`src/rtl/cnn_pkg.sv`:
```
// +---------------------------------------------------------------------------+
// | cnn_pkg: shared constants and helpers for the CNN streaming datapath.     |
// | Rev 1.0                                                                    |
// +---------------------------------------------------------------------------+
`default_nettype none

package cnn_pkg;

  localparam int DEFAULT_DATA_WIDTH = 32;
  // Widest activation the shared helpers accept; narrower values are sign-extended.
  localparam int MAX_DATA_WIDTH     = 64;

  function automatic logic signed [MAX_DATA_WIDTH-1:0] signed_max(
    input logic signed [MAX_DATA_WIDTH-1:0] a,
    input logic signed [MAX_DATA_WIDTH-1:0] b
  );
    return (a >= b) ? a : b;
  endfunction

endpackage

`default_nettype wire

```
`src/rtl/cnn_maxpool_linebuf.sv`:
```
// +---------------------------------------------------------------------------+
// | cnn_maxpool_linebuf: partial-max line buffer, 1 write / 1 async read.     |
// | Rev 1.0                                                                    |
// +---------------------------------------------------------------------------+
`default_nettype none

module cnn_maxpool_linebuf
  import cnn_pkg::*;
#(
  parameter int DATA_WIDTH = DEFAULT_DATA_WIDTH,
  parameter int DEPTH      = 14,
  parameter int ADDR_WIDTH = (DEPTH > 1) ? $clog2(DEPTH) : 1
) (
  input  logic                  clk,
  input  logic                  wr_en,
  input  logic [ADDR_WIDTH-1:0] wr_addr,
  input  logic [DATA_WIDTH-1:0] wr_data,
  input  logic [ADDR_WIDTH-1:0] rd_addr,
  output logic [DATA_WIDTH-1:0] rd_data
);

  // No reset: every entry is written on an even row before the odd row reads it.
  logic [DATA_WIDTH-1:0] mem [DEPTH];

  always_ff @(posedge clk) begin
    if (wr_en) begin
      mem[wr_addr] <= wr_data;
    end
  end

  assign rd_data = mem[rd_addr];

endmodule

`default_nettype wire

```
`src/rtl/cnn_maxpool2x2_stream.sv`:
```
// +---------------------------------------------------------------------------+
// | cnn_maxpool2x2_stream: streaming 2x2 stride-2 signed max-pool stage.      |
// | Rev 1.0                                                                    |
// +---------------------------------------------------------------------------+
`default_nettype none

module cnn_maxpool2x2_stream
  import cnn_pkg::*;
#(
  parameter int DATA_WIDTH = DEFAULT_DATA_WIDTH,
  parameter int IMG_WIDTH  = 28,
  parameter int IMG_HEIGHT = 28
) (
  input  logic                  clk,
  input  logic                  rst_n,
  input  logic [DATA_WIDTH-1:0] in_data,
  input  logic                  in_valid,
  output logic                  in_ready,
  output logic [DATA_WIDTH-1:0] out_data,
  output logic                  out_valid,
  input  logic                  out_ready,
  output logic                  out_last
);

  localparam int COL_W      = $clog2(IMG_WIDTH);
  localparam int ROW_W      = $clog2(IMG_HEIGHT);
  localparam int LB_DEPTH   = IMG_WIDTH / 2;
  localparam int LB_ADDR_W  = (LB_DEPTH > 1) ? $clog2(LB_DEPTH) : 1;
  localparam logic [COL_W-1:0] COL_LAST = COL_W'(IMG_WIDTH - 1);
  localparam logic [ROW_W-1:0] ROW_LAST = ROW_W'(IMG_HEIGHT - 1);

  generate
    if ((IMG_WIDTH < 2) || (IMG_WIDTH % 2 != 0) ||
        (IMG_HEIGHT < 2) || (IMG_HEIGHT % 2 != 0) ||
        (DATA_WIDTH < 1) || (DATA_WIDTH > MAX_DATA_WIDTH)) begin : g_param_check
      $fatal(1, "cnn_maxpool2x2_stream: illegal parameters W=%0d H=%0d DW=%0d",
             IMG_WIDTH, IMG_HEIGHT, DATA_WIDTH);
    end
  endgenerate

  function automatic logic [DATA_WIDTH-1:0] pmax(input logic [DATA_WIDTH-1:0] a,
                                                 input logic [DATA_WIDTH-1:0] b);
    logic signed [MAX_DATA_WIDTH-1:0] ea;
    logic signed [MAX_DATA_WIDTH-1:0] eb;
    ea = MAX_DATA_WIDTH'($signed(a));
    eb = MAX_DATA_WIDTH'($signed(b));
    return (signed_max(ea, eb) == ea) ? a : b;
  endfunction

  logic [COL_W-1:0]      col;
  logic [ROW_W-1:0]      row;
  logic [DATA_WIDTH-1:0] hold;
  logic [DATA_WIDTH-1:0] lb_rd_data;
  logic [LB_ADDR_W-1:0]  lb_addr;
  logic                  accept;
  logic                  lb_wr_en;
  logic                  new_result;

  assign in_ready   = !out_valid || out_ready;
  assign accept     = in_valid && in_ready;
  assign lb_addr    = LB_ADDR_W'(col >> 1);
  assign lb_wr_en   = accept && !row[0] && col[0];
  assign new_result = accept && row[0] && col[0];

  cnn_maxpool_linebuf #(
    .DATA_WIDTH (DATA_WIDTH),
    .DEPTH      (LB_DEPTH),
    .ADDR_WIDTH (LB_ADDR_W)
  ) u_linebuf (
    .clk     (clk),
    .wr_en   (lb_wr_en),
    .wr_addr (lb_addr),
    .wr_data (pmax(hold, in_data)),
    .rd_addr (lb_addr),
    .rd_data (lb_rd_data)
  );

  // Raster position and the horizontal/vertical partial max of the open window.
  always_ff @(posedge clk or negedge rst_n) begin
    if (!rst_n) begin
      col  <= '0;
      row  <= '0;
      hold <= '0;
    end else if (accept) begin
      if (col == COL_LAST) begin
        col <= '0;
        row <= (row == ROW_LAST) ? '0 : row + 1'b1;
      end else begin
        col <= col + 1'b1;
      end
      if (!col[0]) begin
        hold <= row[0] ? pmax(lb_rd_data, in_data) : in_data;
      end
    end
  end

  // A fresh result takes priority over draining, so a same-cycle handoff keeps out_valid high.
  always_ff @(posedge clk or negedge rst_n) begin
    if (!rst_n) begin
      out_valid <= 1'b0;
      out_data  <= '0;
      out_last  <= 1'b0;
    end else if (new_result) begin
      out_valid <= 1'b1;
      out_data  <= pmax(hold, in_data);
      out_last  <= (row == ROW_LAST) && (col == COL_LAST);
    end else if (out_valid && out_ready) begin
      out_valid <= 1'b0;
      out_data  <= '0;
      out_last  <= 1'b0;
    end
  end

endmodule

`default_nettype wire

```
`config.mk`:
```
export PLATFORM = sky130hd
export DESIGN_NAME = cnn_maxpool2x2_stream
export DESIGN_NICKNAME = d
export VERILOG_FILES = /design/src/rtl/cnn_pkg.sv /design/src/rtl/cnn_maxpool_linebuf.sv /design/src/rtl/cnn_maxpool2x2_stream.sv
export SDC_FILE = /design/constraint.sdc
export NUM_CORES = 1
export LEC_CHECK = 0
export BUFFER_PORTS_ARGS = -buffer_cell sky130_fd_sc_hd__buf_2
export CORE_ASPECT_RATIO = 0.7
export CORE_MARGIN = 10
export CORE_UTILIZATION = 55
export DETAILED_ROUTE_END_ITERATION = 7
export PLACE_DENSITY = 0.72
export REMOVE_ABC_BUFFERS = 1
export SYNTH_ARGS = -nofsm -noshare
export SYNTH_HDL_FRONTEND = slang
export SYNTH_HIERARCHICAL = 1
export SYNTH_SLANG_ARGS = --single-unit
```
`constraint.sdc`:
```
create_clock -name clk -period 4.8 [get_ports clk]
set_input_delay 0.24 -clock clk [delete_from_list [all_inputs] [get_ports clk]]
set_output_delay 0.24 -clock clk [all_outputs]
set_load 0.05 [all_outputs]
```
# == After elaboration in Yosys (flattened, before gate mapping) ==
# Memory sizes are Yosys's and may differ from the RTL's.
# Cells that the tools add are included.
# classes
n_addsub,2
magnitude_cmp,2
eq_ne,4
muxes,14
bitwise,1
n_reduce_logical,13
# op_table
operator,n
$mux W32,5
$eq A64 B32 Y1,2
$mux W64,2
$ge A32 B32 Y1,2
$add A5 B1 Y5 const B,2
$eq A5 B5 Y1 const B,2
$mux W5,2
$logic_and A1 B1 Y1,7
$mux W1,5
$reduce_and A2 Y1,2
$logic_not A1 Y1,2
$reduce_bool A2 Y1,1
$logic_or A1 B1 Y1,1
$not A1 Y1,1
# totals
reg_bits,76
ram_bits,448
input_bits,36
output_inout_bits,35
elab_cells,43
mem_count,1
# memory_table
name,depth,word_bits,rd,rd_ports_with_merged_regs,wr,line_no,rtl
u_linebuf.mem,14,32,1,0,1,cnn_maxpool_linebuf.sv:23,logic [DATA_WIDTH-1:0] mem [DEPTH];

# == Depth between registers and ports, before layout ==
# logic_depth
depth_word,7
ltp_mapped,16
ltp_nobuf,12

# == Hierarchy ==
# The synthesis kept the hierarchy.
# modules_own_cells
mod,n_inst,cells_each,area_per_inst_um2,seq_area_each_um2
cnn_maxpool_linebuf,1,735,16993.8,13452.9
cnn_maxpool2x2_stream,1,746,6434.9,1901.8

# == Least setup slack after synthesis ==
# OpenSTA, ideal clock, no wires.
# synth_timing
path_type,register -> register
start,register out_valid
end,memory u_linebuf/mem[0][0] in the netlist's numbering (enable)
setup_time_ns,0.461
arrival_ns,4.472
required_time_ns,4.339
setup_slack_ns,-0.133
stages_incl_launch_ff,8
n_path_buf,1
period_less_slack_ns,4.933
path_cell_list,dfrtp_1 > nand2b_1 > and2_1 > clkbuf_1 > nand2_1 > nor2_1 > or3b_2 > nor3_1
# synth_between
elab_chain_cells,7
# synth_lines
item,line_no,rtl
"start, declared",cnn_maxpool2x2_stream.sv:20,"output logic out_valid,"
"start signal, assigned",cnn_maxpool2x2_stream.sv:100,out_valid <= 1'b0;
"start signal, assigned",cnn_maxpool2x2_stream.sv:104,out_valid <= 1'b1;
"start signal, assigned",cnn_maxpool2x2_stream.sv:108,out_valid <= 1'b0;
$logic_not A1 Y1,cnn_maxpool2x2_stream.sv:59,assign in_ready = !out_valid || out_ready;
$logic_or A1 B1 Y1,cnn_maxpool2x2_stream.sv:59,
net in_ready,cnn_maxpool2x2_stream.sv:18,"output logic in_ready,"
$logic_and A1 B1 Y1,cnn_maxpool2x2_stream.sv:60,assign accept = in_valid && in_ready;
$logic_and A1 B1 Y1 (2 in a row),cnn_maxpool2x2_stream.sv:62,assign lb_wr_en = accept && !row[0] && col[0];
net lb_wr_en,cnn_maxpool2x2_stream.sv:56,logic lb_wr_en;
$mux W1,cnn_maxpool_linebuf.sv:26,if (wr_en) begin
$mux W1 (implied by the code),cnn_maxpool_linebuf.sv:27,mem[wr_addr] <= wr_data;
"end, declared",cnn_maxpool_linebuf.sv:23,
# The timed path passes the listed nets, and every way through them passes these cells.

# == Worst setup path after layout ==
# layout_timing
start,register col[2]
end,register hold[14]
# layout_between
elab_chain_cells,6
# layout_lines
item,line_no,rtl
"start, declared",cnn_maxpool2x2_stream.sv:50,logic [COL_W-1:0] col;
"start signal, assigned",cnn_maxpool2x2_stream.sv:89,col <= col + 1'b1;
$mem_v2 Z14 W32 (*),--,
net lb_rd_data[25],cnn_maxpool2x2_stream.sv:53,logic [DATA_WIDTH-1:0] lb_rd_data;
$ge A32 B32 Y1,cnn_pkg.sv:17,return (a >= b) ? a : b;
$mux W64,cnn_pkg.sv:17,
$eq A64 B32 Y1 (*),cnn_maxpool2x2_stream.sv:47,"return (signed_max(ea, eb) == ea) ? a : b;"
$mux W32 (*),cnn_maxpool2x2_stream.sv:47,
$mux W32 (*),cnn_maxpool2x2_stream.sv:92,"hold <= row[0] ? pmax(lb_rd_data, in_data) : in_data;"
"end signal, assigned",cnn_maxpool2x2_stream.sv:92,
"end, declared",cnn_maxpool2x2_stream.sv:52,logic [DATA_WIDTH-1:0] hold;
# Mark *: on every way through the listed nets, which the timed path passes. The rest lies on a longest branch.
# A chain may end at the register's enable or synchronous reset.

==> run metrics <==
setup TNS=0 ps; crit-path cells=buf_12, mux4_2, mux2i_1, a21oi_1, ha_1, a21oi_1, o21ai_0, a221oi_1, nand3_1, o22ai_1, a21bo_2, a221oi_1; post-synthesis register bit count=524; PortBufs=70; FF-to-FF End=hold[14]$_DFFE_PN0P_; DRC viols=0; Synth Warn #=6; vias per inst=6.56; WHS Endpoint=out_valid$_DFFE_PN0P_; Routed WL per cell=28.8 um; first-pass GRT wire length=93100 um; Clock Latency Late Sink=roughly 580 ps; crit path max fanout=39; Post-Syn Area per Cell=between 15 and 20 um^2; Slew Viols, Final=0; CTS tree=done; min-delay src=out_ready; Total Power=17.7 mW; Die W=267 um; Post-DRT Antenna Nets=0; Worst Hold Class=in -> reg; vias in the first global route=14200; MaxCap Viol Count=0; largest net degree at the start of global routing=61; Inserted Clock Buffers=48; clk_skew=17.9 ps; worst r2r src=col[2]$_DFFE_PN0P_; worst r2r path cells=12; dpl hpwl=38500 um; DR pass1 iterations=6; Ports=71; final net count=1680; Post-synth EDFFs=about 450; H-Tree Depth=2; Starting Density=0.555; worst slack, placed=415 ps; core area=between 0.04 and 0.05 mm^2; post-CTS sizing=0; # fillers=about 3000; Vias=14200; drt first-iter violations=1892; period utilisation layout=0.942; Final min period=4520 ps; slew margin rel.=0.231; row cnt=63; RSZ-0062 raised after global routing=false; critical path's largest stage delay=910 ps; Max Freq=0.221 GHz; Util after Layout=0.625; grt ovf=0; pwr dens=~670 mW/mm^2; GRT Total Usage=0.245; Cell Area, Synth=0.0234 mm^2; area added between synthesis and finish=12.8%; final hold vios=0; Max clock buf depth=3; register area=0.0154 mm^2; Non-Filler Instances=2169; initial antenna violation count=0; Inst Count DP=2079; register area share after synthesis=0.655; status=complete, no violations; LEAKAGE=~9.2 nW; slowest CP cell=dfrtp_4; Worst Tran Pin Value=1150 ps; R2R Setup Slk=280 ps; post-route worst setup slack=276 ps; final setup fails=0; synth unique cells=53; layout cells sized above 1=0.242; DIE HEIGHT=193 um; Top FF cell, synth=edfxtp_1; CTS hold repair buffers=1; Die ar.=0.0514 mm^2; diode count=0; Critical Path RT=5200 ps; Peak VDD IR=0.432 mV; Synth async-reset ratio=0.145; postcts setup bufs=0; CTS Sinks=approximately 520; WS Path Type=reg -> reg; crit path launch type=flop; DRT Wirelength=62500 um; root buffer cell=clkbuf_16; CP arrival=4920 ps; gpl congestion=between 0.9 and 1; crit end category=flop; WHS Path Cells=3; Gate Count Post-Synth=1481; Multi-input gate area=between 0.007 and 0.008 mm^2; Worst-path clk slew=70 ps
-- how the worst max path moves through the flow --
stage                       start                            end  depth (start not counted)
3_5_place_dp   col[1]$_DFFE_PN0P_           hold[20]$_DFFE_PN0P_                         13
2_1_floorplan  col[1]$_DFFE_PN0P_  u_linebuf/mem[0][0]$_DFFE_PP_                          1
3_3_place_gp   col[2]$_DFFE_PN0P_           hold[25]$_DFFE_PN0P_                         12
6_report       col[2]$_DFFE_PN0P_           hold[14]$_DFFE_PN0P_                         12
4_1_cts        col[1]$_DFFE_PN0P_           hold[14]$_DFFE_PN0P_                         13
5_1_grt        col[1]$_DFFE_PN0P_           hold[13]$_DFFE_PN0P_                         12
-- sequential cells by signal, summed over array words and instances (netlist names) --
signal / count
out_last: 1
u_linebuf/mem: 448
out_valid: 1
col: 5
row: 5
hold: 32
out_data: 32
-- metrics by stage --
step,hold WS (ps),instance area (um^2)
detailed placement,131,24800
global placement,132,24800
global route,43.0,26400
CTS,17.4,26400
finish,38.2,26400
floorplan,-55.6,23000
-- routing by layer --
metal  wire (um)  vias up  GRT usage
li1            -     6044          -
met1       25800     7303      0.347
met2       28700      775      0.379
met3        6420      111     0.0573
met5           0        -          0
met4        1580        0     0.0663
-- layout make-up --
| class | instances | share of cell area |
|---|---|---|
| Sequential cell | 524 | 0.581 |
| Multi-Input combinational cell | 843 | 0.290 |
| Clock buffer | 63 | 0.0503 |
| Timing Repair Buffer | 127 | 0.0358 |
| Tap cell | 552 | 0.0261 |
| Clock inverter | 26 | 0.0115 |
| Inverter | 34 | 0.00483 |
-- report_power, final --
| group | switching, mW | internal (mW) |
|---|---|---|
| sequential | 0.561 | 6.26 |
| combinational | 4.35 | 2.57 |
| clock | 1.66 | 2.28 |
| total | 6.56 | 11.1 |
-- cell usage after synthesis (3+ instances only) --
library cell  instances  area share
edfxtp_1            448        0.57
nor2_1              115       0.018
mux4_2               96       0.092
dfrtp_1              76       0.081
ha_1                 66       0.035
nand2_1              64       0.010
mux2_2               63       0.030
a21oi_1              59       0.013
clkbuf_1             45      0.0072
nor3_1               38      0.0081
a221oi_1             34       0.013
inv_1                34      0.0054
o22ai_1              33      0.0088
and2_1               32      0.0085
mux2i_1              32       0.014
xnor2_1              32       0.012
xor2_1               32       0.012
a311o_1              31       0.013
nand4_1              24      0.0064
buf_2                17      0.0036
nor4_1               14      0.0037
o21ai_0              14      0.0030
nand3_1              10      0.0021
buf_4                 8      0.0026
nand2b_1              7      0.0019
a21o_1                6      0.0019
buf_6                 6      0.0029
buf_1                 4     0.00064
and3_1                3     0.00080
and4_1                3      0.0011
nor2b_1               3     0.00080
o21a_1                3     0.00096
-- cell usage in the layout, fill, tap and decap left out, types with 9 or more instances in the layout --
cell and instances:
buf_2 69, xnor2_1 32, ha_1 66, nor2_1 103, nor2_4 10, a21oi_1 58
mux4_2 96, buf_12 13, a221oi_1 34, nand4_1 24, mux2i_1 32, nand3_1 10
nor4_1 14, nor3_1 34, edfxtp_1 448, o22ai_1 33, mux2_2 63, buf_4 44
clkbuf_16 49, nand2_1 64, inv_1 34, and2_1 32, clkbuf_1 9, xor2_1 32
dfrtp_1 72, a311o_1 31, o21ai_0 14
-- critical path, delay by kind of cell (launching register included) --
kind | cells | cell delay (ps)
DFF | 1 | 910
muxes | 2 | 270
and+or+nand+nor | 1 | 120
buffers and inverters | 1 | 270
AOI/OAI and AO/OA | 7 | 2360
adders and majority gates | 1 | 390
-- cell families (layout without fill, tap and decap cells) --
family                   count (synthesis)  after routing  share of synthesized area
buffers and inverters                  114            250                     0.0224
flip-flops                             524            524                      0.655
adder cells (fa/ha/maj)                 66             66                     0.0352
AND/OR/NAND/NOR                        321            321                     0.0652
AO/OA/AOI/OAI                          201            201                     0.0617
XOR/XNOR                                64             64                     0.0239
multiplexers                           191            191                      0.136
No activity file was read; power rests on OpenSTA's default activity.
